===== src/rtl/arch_defs_pkg.sv =====
`default_nettype none
// ============================================================================
// Module   : arch_defs_pkg
// Brief    : Shared architecture constants plus program loader state and header.
//            LOADER_CHECKSUM_EN adds the CSUM state to loader_state_t.
// Revision : 1.0 - initial release
// ============================================================================
package arch_defs_pkg;

    localparam int ADDR_WIDTH = 4;
    localparam int DATA_WIDTH = 8;
    localparam int RAM_DEPTH  = 1 << ADDR_WIDTH;

    localparam logic [DATA_WIDTH-1:0] LOADER_HEADER = 8'hA5;

    typedef enum logic [2:0] {
        ST_IDLE = 3'd0,
        ST_LEN  = 3'd1,
        ST_DATA = 3'd2,
`ifdef LOADER_CHECKSUM_EN
        ST_CSUM = 3'd3,
`endif
        ST_DONE = 3'd4
    } loader_state_t;

endpackage
`default_nettype wire


===== src/rtl/program_loader.sv =====
`default_nettype none
// ============================================================================
// Module   : program_loader
// Brief    : Parses framed load packets from a byte stream and writes them into
//            main RAM while holding the CPU. Macro LOADER_CHECKSUM_EN adds a
//            trailing checksum byte and its verification.
// Revision : 1.0 - initial release
// ============================================================================
module program_loader
    import arch_defs_pkg::*;
#(
    parameter int                    TIMEOUT_CYCLES = 1_000_000,
    parameter logic [DATA_WIDTH-1:0] HEADER_BYTE    = LOADER_HEADER
) (
    input  logic                  clk,
    input  logic                  reset,
    input  logic                  rx_valid,
    input  logic [DATA_WIDTH-1:0] rx_data,
    output logic                  ram_we,
    output logic [ADDR_WIDTH-1:0] ram_addr,
    output logic [DATA_WIDTH-1:0] ram_data,
    output logic                  cpu_hold,
    output logic                  busy,
    output logic                  load_done,
    output logic                  load_error
);

    localparam int                      c_TIMER_W   = $clog2(TIMEOUT_CYCLES + 1);
    localparam logic [c_TIMER_W-1:0]    c_TIMER_END = c_TIMER_W'(TIMEOUT_CYCLES - 1);
`ifdef LOADER_CHECKSUM_EN
    localparam loader_state_t           c_TAIL_STATE = ST_CSUM;
`else
    localparam loader_state_t           c_TAIL_STATE = ST_DONE;
`endif

    loader_state_t         r_state, w_state_next;
    logic [7:0]            r_remaining, w_remaining_next;
    logic [ADDR_WIDTH-1:0] r_addr, w_addr_next;
    logic [c_TIMER_W-1:0]  r_timer, w_timer_next;
    logic                  w_ram_we_next;
    logic [ADDR_WIDTH-1:0] w_ram_addr_next;
    logic [DATA_WIDTH-1:0] w_ram_data_next;
    logic                  w_load_error_next;
    logic                  w_in_packet;
    logic                  w_expired;
`ifdef LOADER_CHECKSUM_EN
    logic [DATA_WIDTH-1:0] r_csum, w_csum_next;
`endif

`ifdef LOADER_CHECKSUM_EN
    assign w_in_packet = (r_state == ST_LEN) || (r_state == ST_DATA) || (r_state == ST_CSUM);
`else
    assign w_in_packet = (r_state == ST_LEN) || (r_state == ST_DATA);
`endif
    // A byte arriving on the expiry cycle keeps the packet alive
    assign w_expired = w_in_packet && !rx_valid && (r_timer == c_TIMER_END);

    always_ff @(posedge clk or posedge reset) begin
        if (reset) begin
            r_state <= ST_IDLE;
        end else begin
            r_state <= w_state_next;
        end
    end

    always_comb begin
        w_state_next      = r_state;
        w_remaining_next  = r_remaining;
        w_addr_next       = r_addr;
        w_timer_next      = '0;
        w_ram_we_next     = 1'b0;
        w_ram_addr_next   = ram_addr;
        w_ram_data_next   = ram_data;
        w_load_error_next = load_error;
`ifdef LOADER_CHECKSUM_EN
        w_csum_next       = r_csum;
`endif
        if (w_in_packet && !rx_valid) begin
            w_timer_next = r_timer + 1'b1;
        end

        case (r_state)
            ST_IDLE: begin
                if (rx_valid && (rx_data == HEADER_BYTE)) begin
                    w_state_next      = ST_LEN;
                    w_load_error_next = 1'b0;
                end
            end
            ST_LEN: begin
                if (rx_valid) begin
                    w_remaining_next = rx_data[7:0];
                    w_addr_next      = '0;
`ifdef LOADER_CHECKSUM_EN
                    w_csum_next      = '0;
`endif
                    w_state_next     = (rx_data[7:0] == 8'd0) ? c_TAIL_STATE : ST_DATA;
                end
            end
            ST_DATA: begin
                if (rx_valid) begin
                    w_ram_we_next    = 1'b1;
                    w_ram_addr_next  = r_addr;
                    w_ram_data_next  = rx_data;
                    w_addr_next      = r_addr + 1'b1;
                    w_remaining_next = r_remaining - 8'd1;
`ifdef LOADER_CHECKSUM_EN
                    w_csum_next      = r_csum + rx_data;
`endif
                    if (r_remaining == 8'd1) begin
                        w_state_next = c_TAIL_STATE;
                    end
                end
            end
`ifdef LOADER_CHECKSUM_EN
            ST_CSUM: begin
                if (rx_valid) begin
                    if (rx_data == r_csum) begin
                        w_state_next = ST_DONE;
                    end else begin
                        w_state_next      = ST_IDLE;
                        w_load_error_next = 1'b1;
                    end
                end
            end
`endif
            ST_DONE: w_state_next = ST_IDLE;
            default: w_state_next = ST_IDLE;
        endcase

        if (w_expired) begin
            w_state_next      = ST_IDLE;
            w_load_error_next = 1'b1;
        end
    end

    // Outputs are registered from the next-state view so they line up with r_state
    always_ff @(posedge clk or posedge reset) begin
        if (reset) begin
            r_remaining <= '0;
            r_addr      <= '0;
            r_timer     <= '0;
            ram_we      <= 1'b0;
            ram_addr    <= '0;
            ram_data    <= '0;
            cpu_hold    <= 1'b0;
            busy        <= 1'b0;
            load_done   <= 1'b0;
            load_error  <= 1'b0;
        end else begin
            r_remaining <= w_remaining_next;
            r_addr      <= w_addr_next;
            r_timer     <= w_timer_next;
            ram_we      <= w_ram_we_next;
            ram_addr    <= w_ram_addr_next;
            ram_data    <= w_ram_data_next;
            cpu_hold    <= (w_state_next != ST_IDLE);
            busy        <= (w_state_next != ST_IDLE);
            load_done   <= (w_state_next == ST_DONE);
            load_error  <= w_load_error_next;
        end
    end

`ifdef LOADER_CHECKSUM_EN
    always_ff @(posedge clk or posedge reset) begin
        if (reset) begin
            r_csum <= '0;
        end else begin
            r_csum <= w_csum_next;
        end
    end
`endif

endmodule
`default_nettype wire


===== config.mk =====
export PLATFORM = sky130hd
export DESIGN_NAME = program_loader
export DESIGN_NICKNAME = d
export VERILOG_FILES = /design/src/rtl/arch_defs_pkg.sv /design/src/rtl/program_loader.sv
export SDC_FILE = /design/constraint.sdc
export NUM_CORES = 1
export LEC_CHECK = 0
export ABC_AREA = 1
export ABC_CLOCK_PERIOD_IN_PS = 2000
export BUFFER_PORTS_ARGS = -buffer_cell sky130_fd_sc_hd__buf_4
export CORE_UTILIZATION = 50
export DETAILED_ROUTE_END_ITERATION = 10
export PLACE_DENSITY_LB_ADDON = 0.15
export SETUP_SLACK_MARGIN = 0.02
export SLEW_MARGIN = 20
export SYNTH_ARGS = -nofsm -noshare
export SYNTH_HDL_FRONTEND = slang
export SYNTH_SLANG_ARGS = --single-unit

===== constraint.sdc =====
create_clock -name clk -period 2 [get_ports clk]
set_input_delay 0.4 -clock clk [delete_from_list [all_inputs] [get_ports clk]]
set_output_delay 0.4 -clock clk [all_outputs]
set_load 0.01 [all_outputs]

# --- Word-level counts from Yosys, hierarchy flattened ---
# Index checks and enable logic that the tools add are counted.
op_classes:
  add_sub_neg: 3
  eq_ne: 8
  n_mux: 19
  reduce_logical: 14
op_table:
  columns: ["cell", "count"]
  rows:
  - ["$add A20 B1 Y20 const B", 1]
  - ["$eq A20 B20 Y1 const B", 1]
  - ["$mux W20", 1]
  - ["$mux W3", 6]
  - ["$mux W8", 2]
  - ["$pmux W8 S2", 1]
  - ["$pmux W3 S3", 1]
  - ["$eq A8 B1 Y1 const B", 1]
  - ["$eq A8 B8 Y1 const B", 1]
  - ["$logic_not A8 Y1", 1]
  - ["$mux W4", 2]
  - ["$pmux W4 S2", 1]
  - ["$sub A8 B1 Y8 const B", 1]
  - ["$reduce_bool A2 Y1", 3]
  - ["$mux W1", 5]
  - ["$add A4 B1 Y4 const B", 1]
  - ["$ne A2 B2 Y1 const B", 2]
  - ["$reduce_and A2 Y1", 2]
  - ["$eq A3 B1 Y1 const B", 1]
  - ["$eq A3 B2 Y1 const B", 1]
  - ["$eq A3 B3 Y1 const B", 1]
  - ["$logic_and A1 B1 Y1", 3]
  - ["$logic_not A3 Y1", 1]
  - ["$reduce_and A3 Y1", 1]
  - ["other kinds (3)", 3]
word_totals:
  register_bits: 51
  input_bits: 11
  wordCells: 54

# --- Logic depth before layout (Yosys ltp) ---
# Gate-level depths: netlist of the first run.
depth:
  ltp_word: 6
  ltp_mapped: 9
  depth_no_buf: 9

# --- Least setup slack after synthesis of the first run ---
# OpenSTA, ideal clock, no wires.
synth_path:
  kind: "register to register"
  from: "register r_remaining[0]"
  to: "register r_remaining[6]"
  setup_ns: 0.119
  arrival_time_ns: 1.190
  slack_ns: 0.691
  path_stages_with_launch: 10
  path_buffers: 0
  period_less_slack_ns: 1.309
  cell_sequence: "dfrtp_1 > inv_1 > ha_1 > inv_1 > nor2_1 > nand2_1 > o21ai_0 > nand3_1 > nand2_1 > o21ai_2"
synth_between:
  elab_chain_len: 3
synth_lines:
  columns: ["element", "line_no", "rtl"]
  rows:
  - ["start: declaration", "program_loader.sv:37", "logic [7:0] r_remaining, w_remaining_next;"]
  - ["start signal: assignment", "program_loader.sv:150", "r_remaining <= w_remaining_next;"]
  - ["$sub A8 B1 Y8", "program_loader.sv:105", "w_remaining_next = r_remaining - 8'd1;"]
  - ["$mux W8", "program_loader.sv:100", "if (rx_valid) begin"]
  - ["$pmux W8 S2", "program_loader.sv:82", "case (r_state)"]
# Every way passes these cells. The select of a mux whose other input is x is not followed.
# A chain may end at the register's enable or synchronous reset.

# --- Worst setup path after layout of the first run ---
layout_path:
  from: "register r_state[0]"
  to: "register r_remaining[4]"
layout_between:
  elab_chain_len: 3
  elab_cells_between_ends: 7
  classes_between: "4 x eq/ne; 1 x mux; 2 x reduce/logical"
layout_lines:
  columns: ["element", "line_no", "rtl"]
  rows:
  - ["start: declaration", "program_loader.sv:36", "loader_state_t r_state, w_state_next;"]
  - ["start signal: assignment", "program_loader.sv:62", "r_state <= w_state_next;"]
  - ["$eq A3 B2 Y1 / $eq A3 B1 Y1 (equally long branches)", "program_loader.sv:82", null]
  - ["$ne A2 B2 Y1 (no line) / $reduce_bool A2 Y1 (equally long branches)", null, null]
  - ["$reduce_and A3 Y1 (no line)", null, null]
# Several ways; a longest one is shown, not always the timed one.

==> impl_results.md, run 1 <==
- Cell Count Post-Placement: about 440
- Overall power: approximately 3.6 mW
- Leak Pwr: between 1 and 1.5 nW
- Total track usage: between 20 and 25%
- Compound-gate portion of the synthesized area: between 10% and 20%
- Register area share after synthesis: a little under half
- Number of synthesized register bits: around 50
- XOR/XNOR Fraction of Synth Area: approximately 2.2%
- Final HPWL DP: between 4000 and 5000 µm
- Multiplexer share of the synthesized area: 0%
- Worst rel slew slack: 74.9%
- Min-Delay Path Class: in2async
- Area delta synth->final: 14.3%
- CTS tree: done
- Worst-path clk slew: approximately 0.090 ns
- DRT Pass-1 Iters: 4
- R2r startpoint: r_state[0]$_DFF_PP0_
- Setup TNS: 0 ns
- Crit-path slowest cell: dfrtp_1
- DRC violation count after routing: 0
- # nets final: around 390
- Hold Buf Count CTS: 0
- Die ar.: slightly below 0.006 mm²
- Area of the mapped netlist: ~0.0028 mm²
- CP required: approximately 2.2 ns
- Critical path endpoint: r_remaining[4]$_DFFE_PP0P_
- Layout Cells excl Fill: 444
- WL met1: between 2000 and 3000 µm
- Max stage delay on crit path: roughly 0.43 ns
- Kind of cell adding the most delay to the critical path: simple AND/OR/NAND/NOR gates
- Die Y: 76.4 µm
- Peak supply drop: between 600 and 700 µV
- Largest net degree at the start of global routing: between 50 and 60
- RSZ-0062 raised after global routing: no
- Largest family of logic cells by synthesized area: simple AND/OR/NAND/NOR gates
- Routed WL: roughly 5600 µm
- Gates resized, CTS repair: 0
- Routed Antenna Nets: 0
- Max cap viols: 0
- GPL Wtd Cong: a little under 0.9
- CP startpoint: r_state[0]$_DFF_PP0_
- Worst Tran Pin Value: approximately 0.38 ns
- Run status: finished clean
- CP Class: reg2reg
- CTS Buf Count: 5
- Vias: between 2,000 and 2,500
- Clock latency on the worst-skew pair: a little over 0.3 ns
- Metal2 WL: around 2400 µm
- Post-Syn Area per Cell: ~8.1 µm²
- Met3 wire len: about 310 µm
- Number of global-route vias before repair: roughly 2,100
- Total power per unit cell area: around 1200 mW/mm²
- Post-Synth Adder-Cell Area: between 1.5 and 2%
- Worst Path Buf+Inv: 1
- Root buf cell: clkbuf_8
- Register-to-register setup slack: 0.51 ns
- Worst clock skew: between 0.009 and 0.01 ns
- Ant diodes: 0
- H-tree depth: 2
- Number of warnings issued by yosys: 0
- Critical Path Source Type: flip-flop
- First-pass GRT wire length: 9970 µm
- Post-Syn Nets: 358
- Share of layout cells above drive strength 1: between 10% and 20%
- Mapped Cells: about 340
- Cell Area, Placed: slightly above 0.003 mm²
- I/O Pins: 28
- Final hold vios: 0
- Clk buf depth: 2
- Most frequent cell on the critical path: nand2_4
- Num Clock Sinks: slightly above 50
- PortBufs: 27
- Endpoints failing setup: 0
- Overflow after GRT: 0
- R2r endpoint: r_remaining[4]$_DFFE_PP0P_
- Drt wl/cell: about 13 µm
- F_max: a little under 700 MHz
- Fin area: approximately 0.0032 mm²
- Total setup buffers inserted after CTS: 0
- Post-Synth Simple-Gate Area: a little under a third
- Tmin final: 1.49 ns
- Levels on crit path: 7
- Synth cell types: 32
- Crit path DAT: around 1.7 ns
- Final Cycle Share: 74.3%
- Iter 0 DRT Violations: about 160
- Cells along the critical path: nor2_4, nand2_4, nand2_4, nand2_4, inv_2, o211ai_1, o21ai_2
- Die Wd: around 76 µm
- Worst r2r path cells: 7
- Initial core utilization: 53.2%
- Top sig layer: met4
- Max FO, Critical Path: 15
- Initial antenna violation count: 0
- Worst Setup End Kind: flip-flop
- Row cnt: 26
- Core Region: about 0.0052 mm²
- Max Slew Vio Count: 0
- Vias per inst: a little over 5
## layer usage
layer  track usage, %  vias up
li1                 -     1151
met3             4.55        8
met2             30.6       62
met5                0        -
met1             32.8     1041
met4             6.73        0
## final cells by class
cell class                 count  area, µm²
fill                         473       2040
sequential                    51       1280
multi-input combinational    236       1250
timing repair buffer          28        223
inverter                      51        194
tap                           70       87.6
clock buffer                   6       72.6
clock inverter                 2       60.1
## cells in the mapped netlist (all sizes together)
library cell,n,area share [%]
nand2,84,13
dfrtp,51,46
inv,51,7.0
nor2,51,9.5
o21ai,32,7.0
nand3,24,4.5
a21oi,12,2.2
nor3,10,2.0
xor2,6,1.9
buf,5,1.7
ha,4,1.8
nand4,4,0.90
o211ai,2,0.54
o21a,2,0.54
a31oi,1,0.23
nor3b,1,0.27
nor4,1,0.23
o22ai,1,0.45
xnor2,1,0.32
## kinds of logic (layout without fill, tap and decap cells)
family                     after synthesis  after routing
AOI/OAI and AO/OA                       50             50
xor gates and xnor gates                 7              7
adders and majority gates                4              4
buffers and inverters                   56             87
DFF                                     51             51
and+or+nand+nor                        175            175
## how the worst min path moves through the flow
stage	from	endpoint	slack [ns]	cells past startpoint
2_1_floorplan	r_timer[0]$_DFF_PP0_	r_timer[0]$_DFF_PP0_	0.43	1
3_3_place_gp	r_timer[0]$_DFF_PP0_	r_timer[0]$_DFF_PP0_	0.44	1
3_5_place_dp	r_timer[17]$_DFF_PP0_	r_timer[17]$_DFF_PP0_	0.46	1
4_1_cts	reset	r_timer[5]$_DFF_PP0_	0.13	3
5_1_grt	reset	r_timer[5]$_DFF_PP0_	0.14	3
6_report	reset	r_timer[7]$_DFF_PP0_	0.12	3
## placed cells by master (no fill, tap or decap)
| cell | synthesis | routed |
|---|---|---|
| nand2_1 | 76 | 76 |
| dfrtp_1 | 51 | 51 |
| inv_1 | 45 | 44 |
| nor2_1 | 40 | 40 |
| buf_4 | 1 | 27 |
| nand3_1 | 23 | 23 |
| o21ai_1 | 12 | 12 |
| a21oi_1 | 12 | 12 |
| o21ai_0 | 11 | 11 |
| o21ai_2 | 9 | 9 |
| nor3_1 | 9 | 9 |
| inv_2 | 5 | 6 |
| nor2_4 | 6 | 6 |
| xor2_1 | 6 | 6 |
| clkbuf_8 | 0 | 5 |
| nand2_4 | 4 | 4 |
| nand2_2 | 4 | 4 |
| nand4_1 | 4 | 4 |
| nor2_2 | 4 | 4 |
| ha_1 | 4 | 4 |
| o211ai_1 | 2 | 2 |
| o21a_1 | 2 | 2 |
| bufinv_16 | 0 | 2 |
| nor2_8 | 1 | 1 |
| inv_4 | 1 | 1 |
| nand3_2 | 1 | 1 |
| nor3b_1 | 1 | 1 |
| nor4_1 | 1 | 1 |
| a31oi_1 | 1 | 1 |
| nor3_2 | 1 | 1 |
| xnor2_1 | 1 | 1 |
| o22ai_2 | 1 | 1 |
| clkbuf_1 | 0 | 1 |
| buf_12 | 0 | 1 |
## power breakdown
| group | internal, mW | switching, mW | total [mW] |
|---|---|---|---|
| Sequential | 1.29 | 0.166 | 1.46 |
| Combinational | 0.535 | 0.800 | 1.33 |
| Clock | 0.500 | 0.348 | 0.848 |
## registers in the layout (all words and copies together), names as in the netlist
register,count
ram_data,8
ram_we,1
r_state,3
ram_addr,4
r_addr,4
load_done,1
busy,1
load_error,1
r_timer,20
r_remaining,8
## worst register-to-register path, delay by kind of cell (launching register included)
kind | cells | cell delay [ns]
compound gates | 2 | 0.25
flops | 1 | 0.43
buf+inv | 1 | 0.28
simple gates | 4 | 0.47
## stage by stage
| step | util, % | hold slack, ns | worst slack, ns |
|---|---|---|---|
| floorplan | - | 0.432 | 0.370 |
| global placement | 58.2 | 0.443 | 0.575 |
| detailed placement | 58.2 | 0.459 | 0.532 |
| CTS | 60.8 | 0.134 | 0.508 |
| global route | 60.8 | 0.137 | 0.384 |
| finish | 60.8 | 0.119 | 0.513 |
Note: power is estimated with default switching activity, not from simulation.
==> run 2, diff against run 1 <==
--- a/config.mk
+++ b/config.mk
@@ -5,8 +5,8 @@
 export SDC_FILE = /design/constraint.sdc
 export NUM_CORES = 1
 export LEC_CHECK = 0
-export ABC_AREA = 1
-export ABC_CLOCK_PERIOD_IN_PS = 2000
+export ABC_AREA = 0
+export ABC_CLOCK_PERIOD_IN_PS = 1200
 export BUFFER_PORTS_ARGS = -buffer_cell sky130_fd_sc_hd__buf_4
 export CORE_UTILIZATION = 50
 export DETAILED_ROUTE_END_ITERATION = 10
==> constraint.sdc (replaced) <==
create_clock -name clk -period 1.2 [get_ports clk]
set_input_delay 0.24 -clock clk [delete_from_list [all_inputs] [get_ports clk]]
set_output_delay 0.24 -clock clk [all_outputs]
set_load 0.01 [all_outputs]
==> run 2 against run 1 <==
- the run now ends with setup timing left
- cell count decreased by 1.1%
- via count increased by 14%
- clock skew grew 0.0023 ns
- global-route usage is 9.1 points higher
- largest cell class is now multi-input gates
- area after synthesis is 11% lower
- hold slack worse by 0.11 ns
- critical endpoint is now r_remaining[6]$_DFFE_PP0P_
- count of clock-buffer cells in the layout unchanged
- critical path depth is the same
- clock power is 40% higher
- fmax is 8.8% lower
==> impl_results.md, run 2 <==
- Ant diodes: 0
- NetSw: 2.11 mW
- Fraction of registers with async set/reset: 100%
- Biggest regs: r_timer: 20 flops, r_remaining: 8 flops, ram_data: 8 flops
- Clock latency on the worst-skew pair: approximately 0.32 ns
- # fillers: 184
- Leak Pwr: 1.91 nW
- Number of synthesized register bits: 51
- Min-Delay Path Class: in2async
- Place WS: -0.366 ns
- Worst rel slew slack: about three quarters
- Number of warnings issued by yosys: 0
- Root buf cell: clkbuf_8
- # nets final: a little under 400
- Synth cell types: 44
- Vias: about 2,600
- Commonest cells after routing, fill and taps aside: buf_4, dfrtp_1, nand2_2
- Number of global-route vias before repair: roughly 2,500
- Synth cell count leaders: dfrtp_1, nand2_1, nor2_1, a21oi_1, nand3_1
- Max FO, Critical Path: 3
- Final hold vios: 0
- Worst clock skew: about 0.012 ns
- Final setup margin: -0.430 ns
- Final Cycle Share: 136%
- Routed Antenna Nets: 0
- Die Wd: 72.3 µm
- Leading cell type in the layout, fill and taps excluded: buf_4
- Register area share after synthesis: 51.7%
- PortBufs: 27
- Num Clock Sinks: 51
- Largest Register: r_timer
- Pint: 3.91 mW
- Ys flop type: dfrtp_1
- Worst Tran Pin Value: approximately 0.38 ns
- Reg power frac: approximately two fifths
- Worst-path clk slew: ~0.1 ns
- Storage cell area: around 0.0013 mm²
- Vias per inst: 5.89
- DRT Pass-1 Iters: 9
- I/O Pins: 28
- Largest register FFs: 20
- Share of layout cells above drive strength 1: between 60 and 70%
- Mapped Cells: 261
- Area of the mapped netlist: 0.00247 mm²
- CP Class: reg2reg
- Post-Syn Nets: around 280
- Failing checks: setup timing
- Largest net degree at the start of global routing: between 50 and 60
- Drt wl/cell: about 21 µm
- Ranking of synthesized cells by area: dfrtp_1, nand2_1, nor2_1
- Peak supply drop: about 1200 µV
- Logic pwr share: between 40% and 50%
- Tmin final: ~1.6 ns
- Number of flops mapped to enable cells by yosys: 0
- Run status: complete, but fails checks
- Top cell type's share of synthesized area: about 52%
- DRC violation count after routing: 0
- Clock Power Share: between 10% and 20%
- Row cnt: 25
- Die ar.: ~0.0052 mm²
- Crit path DAT: 1.84 ns
- Switching share of power: between 30% and 40%
- Total power per unit cell area: 1410 mW/mm²
- RSZ-0062 raised after global routing: yes
- Overflow after GRT: 0
- Iter 0 DRT Violations: ~190
- Setup TNS: -14.11 ns
- First-pass GRT wire length: 11,900 µm
- Worst Setup End Kind: flip-flop
- Core Region: between 0.004 and 0.005 mm²
- CTS Buf Count: 5
- Largest area contributor in the netlist: dfrtp_1
- Max Slew Vio Count: 0
- Post-Syn Area per Cell: ~9.5 µm²
- Endpoints failing setup: 50
- Die Y: approximately 72 µm
- Initial antenna violation count: 0
- F_max: ~610 MHz
- Initial core utilization: 52.3%
- H-tree depth: 2
- Clk buf depth: 2
- CTS tree: done
- Most common cell in the netlist: dfrtp_1
- Critical Path Source Type: flip-flop
- Area delta synth->final: 72.8%
- Max cap viols: 0
- Total track usage: 30.8%
- Final HPWL DP: about 4400 µm
- GPL Wtd Cong: roughly 0.93
- Multi-input logic area: 0.00176 mm²
- CP required: between 1 and 1.5 ns
- Routed WL: a little over 9000 µm
==> run 2: cell type report <==
| cell class | count | share of cell area, % |
|---|---|---|
| clock inverters | 1 | 0.704 |
| repair buffers | 112 | 23.4 |
| multi-input cells | 196 | 41.3 |
| repair inverters | 1 | 0.205 |
| clock buffers | 6 | 1.70 |
| inverters | 5 | 0.704 |
| well taps | 67 | 1.96 |
| flip-flops and latches | 51 | 30.0 |
==> run 2: repair_timing <==
action	CTS	global route
gates resized for setup	83	80
setup buffers	9	10
hold buffers	0	0
pin swaps	27	43
cloned	6	0
setup endpoints to repair	50	50
==> run 2: path summary, 6_finish.rpt <==
path,start,endpoint,slack (ns),depth (start not counted)
worst max-delay path,r_remaining[0]$_DFFE_PP0P_,r_remaining[6]$_DFFE_PP0P_,-0.43,7
worst min-delay path,reset,r_timer[11]$_DFF_PP0_,0.006,3
worst max register to register,r_remaining[0]$_DFFE_PP0P_,r_remaining[6]$_DFFE_PP0P_,-0.43,7
worst min register to register,ram_data[6]$_DFFE_PP0P_,ram_data[6]$_DFFE_PP0P_,0.49,2
max in group asynchronous,reset,r_state[0]$_DFF_PP0_,0.94,3
min in group clk,rx_data[6],ram_data[6]$_DFFE_PP0P_,0.25,4
==> run 2: stage by stage <==
| step | instances | hold slack [ns] | power [mW] | cell area, µm² | utilization (%) |
|---|---|---|---|---|---|
| finish | 439 | 0.00580 | 6.02 | 4270 | 90.4 |
| CTS | 433 | 0.00485 | 5.48 | 3910 | 82.8 |
| detailed placement | 412 | 0.333 | 4.03 | 3290 | 69.7 |
| floorplan | 261 | 0.289 | 3.09 | 2570 | - |
| global route | 439 | 0.0279 | 6.25 | 4270 | 90.4 |
| global placement | 412 | 0.327 | 3.98 | 3290 | 69.7 |
==> run 2: cell families after synthesis <==
logic type,synth area share [%]
buf+inv,3.70
xor+xnor,6.74
simple gates,26.4
flops,51.7
fa+ha+maj,2.03
compound gates,9.47
==> run 2: per-layer routing <==
layer | GRT usage (%) | vias to the layer above | wire (µm)
met1 | 36.8 | 1271 | 3410
met3 | 5.42 | 41 | 572
met4 | 17.6 | 0 | 432
met2 | 52.3 | 153 | 4880
met5 | 0 | - | 0
li1 | - | 1119 | -
==> run 2: worst max-delay path: stages (launching register included) <==
cell and delay, ns:
dfrtp_2 0.45, inv_2 0.10, ha_4 0.14, or3b_4 0.39
nor3_1 0.20, o21ai_1 0.10, nand2_1 0.09, o21ai_2 0.06
==> run 2: power by group through the flow <==
stage	Combinational, mW	Sequential, mW	Clock, mW
after floorplan	0.675	2.41	0
after global placement	1.64	2.33	0
after detailed placement	1.68	2.34	0
after CTS	1.99	2.33	1.16
after global routing	2.56	2.44	1.25
final	2.42	2.41	1.19
==> run 3, diff against run 2 <==
--- a/config.mk
+++ b/config.mk
@@ -10,8 +10,9 @@
 export BUFFER_PORTS_ARGS = -buffer_cell sky130_fd_sc_hd__buf_4
 export CORE_UTILIZATION = 50
 export DETAILED_ROUTE_END_ITERATION = 10
-export PLACE_DENSITY_LB_ADDON = 0.15
+export PLACE_DENSITY = 0.73
 export SETUP_SLACK_MARGIN = 0.02
+export SKIP_LAST_GASP = 1
 export SLEW_MARGIN = 20
 export SYNTH_ARGS = -nofsm -noshare
 export SYNTH_HDL_FRONTEND = slang
==> run 3 against run 2 <==
- the run still ends with setup timing left
- global-route usage increased by 4.8 points
- first-iteration DRC count is 31% higher
- fmax down 4.7%
- register-to-register slack got worse by 0.08 ns
- count of clock-buffer cells in the layout fell by 1
- setup slack worse by 0.080 ns
==> impl_results.md, run 3 (synthesis gave the netlist of run 2 again) <==
- Final Cycle Share: 142%
- Worst Setup End Kind: flip-flop
- Min-Delay Path Class: in2reg
- Die Y: just over 70 µm
- Worst clock skew: 0.0171 ns
- Drt wl/cell: roughly 25 µm
- Worst-path clk slew: 0.11 ns
- Share of layout cells above drive strength 1: a little under two thirds
- Critical Path Source Type: flip-flop
- Overall power: 6.10 mW
- Logic pwr share: between 40% and 50%
- Commonest cells after routing, fill and taps aside: buf_4, dfrtp_1, nand2_1
- Routed Antenna Nets: 0
- H-tree depth: 2
- Hold endpoint: ram_data[6]$_DFFE_PP0P_
- Hold slack: roughly 0.27 ns
- CP Class: reg2reg
- Layout Cells excl Fill: roughly 450
- DRT Pass-1 Iters: 5
- I/O Pins: 28
- Setup TNS: -16.19 ns
- Switching share of power: a little under two fifths
- Reg power frac: between 30% and 40%
- CTS Buf Count: 5
- Worst Tran Pin Value: about 0.46 ns
- Multi-input logic area: roughly 0.0017 mm²
- RSZ-0062 raised after global routing: yes
- Worst r2r path cells: 7
- PortBufs: 27
- Leak Pwr: 2.00 nW
- Endpoints failing setup: between 50 and 60
- Crit path DAT: 1.91 ns
- Largest net degree at the start of global routing: 52
- Hold Path Origin: rx_data[6]
- Max Slew Vio Count: 0
- F_max: 585 MHz
- Die ar.: about 0.0052 mm²
- Total track usage: between 30% and 40%
- Run status: complete, but fails checks
- GPL Wtd Cong: slightly above 0.8
- Final setup margin: -0.510 ns
- Max FO, Critical Path: 4
- Vias: 2,884
- # nets final: 400
- Worst rel slew slack: between 60% and 70%
- Clock Power Share: between 20% and 30%
- Tmin final: ~1.7 ns
- Largest register FFs: 20
- CTS tree: done
- Iter 0 DRT Violations: roughly 250
- NetSw: around 2.2 mW
- Area delta synth->final: 77.8%
- Num Clock Sinks: between 50 and 60
- DRC violation count after routing: 0
- Register-to-register setup slack: -0.51 ns
- CP required: around 1.4 ns
- First-pass GRT wire length: between 10,000 and 15,000 µm
- Die Wd: slightly above 70 µm
- Overflow after GRT: 0
- Leading cell type in the layout, fill and taps excluded: buf_4
- Clock latency on the worst-skew pair: 0.32 ns
- Final HPWL DP: 4330 µm
- Core Region: around 0.0047 mm²
- Pint: around 3.8 mW
- Max cap viols: 0
- Initial antenna violation count: 0
- Storage cell area: approximately 0.0013 mm²
- Number of global-route vias before repair: ~2,700
- Total power per unit cell area: 1390 mW/mm²
- # fillers: between 100 and 150
- R2r endpoint: busy$_DFF_PP0_
- Vias per inst: between 6 and 7
- Cell Count Post-Placement: between 400 and 500
- Initial core utilization: a little over half
- Failing checks: setup timing
- Final hold vios: 0
- Peak supply drop: ~1400 µV
- R2r startpoint: r_remaining[1]$_DFFE_PP0P_
- Clk buf depth: 2
- Root buf cell: clkbuf_8
- Ant diodes: 0
- Largest Register: r_timer
- Biggest regs: r_timer: 20 flops, r_remaining: 8 flops, ram_data: 8 flops
- Row cnt: 25
- Routed WL: 11,400 µm
- Hold depth: 4
-- run 3: cell types whose count changed in the layout (fill, tap and decap cells not counted), moves of 3 or more --
cell,change
nor2_4,+3
buf_6,+10
nand3_2,+3
o21ai_2,+3
xnor2_2,-4
buf_4,+4
o21ai_1,-3
nand2_2,-5
xnor2_1,+4
nor2_2,-3
nand2_1,+6
-- run 3: metrics by stage --
step	area, µm²	utilization (%)	setup WS [ns]
after floorplan	2570	-	-0.294
after detailed placement	3300	69.9	-0.369
after CTS	3980	84.2	-0.363
after global routing	4390	93.0	-0.762
final	4390	93.0	-0.510
after global placement	3300	69.9	-0.316
-- run 3: how the worst max path moves through the flow --
stage | endpoint | slack, ns | start | depth (start not counted)
2_1_floorplan | ram_addr[0]$_DFFE_PP0P_ | -0.29 | r_state[2]$_DFF_PP0_ | 8
5_1_grt | r_remaining[7]$_DFFE_PP0P_ | -0.76 | r_state[2]$_DFF_PP0_ | 6
6_report | busy$_DFF_PP0_ | -0.51 | r_remaining[1]$_DFFE_PP0P_ | 7
4_1_cts | r_remaining[6]$_DFFE_PP0P_ | -0.36 | r_remaining[0]$_DFFE_PP0P_ | 5
3_5_place_dp | busy$_DFF_PP0_ | -0.37 | r_remaining[1]$_DFFE_PP0P_ | 7
3_3_place_gp | busy$_DFF_PP0_ | -0.32 | rx_data[1] | 6
-- run 3: power by group through the flow --
stage	sequential (mW)	combinational (mW)	clock, mW
2_1_floorplan	2.41	0.675	0
3_3_place_gp	2.32	1.55	0
3_5_place_dp	2.33	1.59	0
4_1_cts	2.32	1.94	1.21
5_1_grt	2.43	2.55	1.30
6_report	2.42	2.44	1.24
-- run 3: layout make-up --
cell class / instances / area share, %
multi-input cells: 196 / 39.7
flip-flops and latches: 51 / 29.2
repair buffers: 126 / 26.0
well taps: 67 / 1.91
clock buffers: 5 / 1.57
clock inverters: 3 / 0.997
inverters: 5 / 0.684
-- run 3: worst max-delay path: stages (launching register included) --
cell and delay, ns:
dfrtp_1 0.43, inv_2 0.14, ha_4 0.16, nor4b_4 0.25, nand3_2 0.12, a22oi_2 0.21, nand2_1 0.09, a31o_1 0.18
-- run 3: what timing repair did --
action,4_1_cts,5_1_grt
endpoints found under the setup margin,51,51
pin swaps,43,44
buffers inserted,15,16
resized for setup,91,77
hold endpoints to repair,24,0
gates cloned,5,0
hold buffers,1,0
-- run 3: metal layers --
metal / GRT usage, % / share of wire, %
met5: 0 / 0
met4: 18.7 / 9.2
met3: 8.33 / 9.0
met2: 56.2 / 45
met1: 45.8 / 36
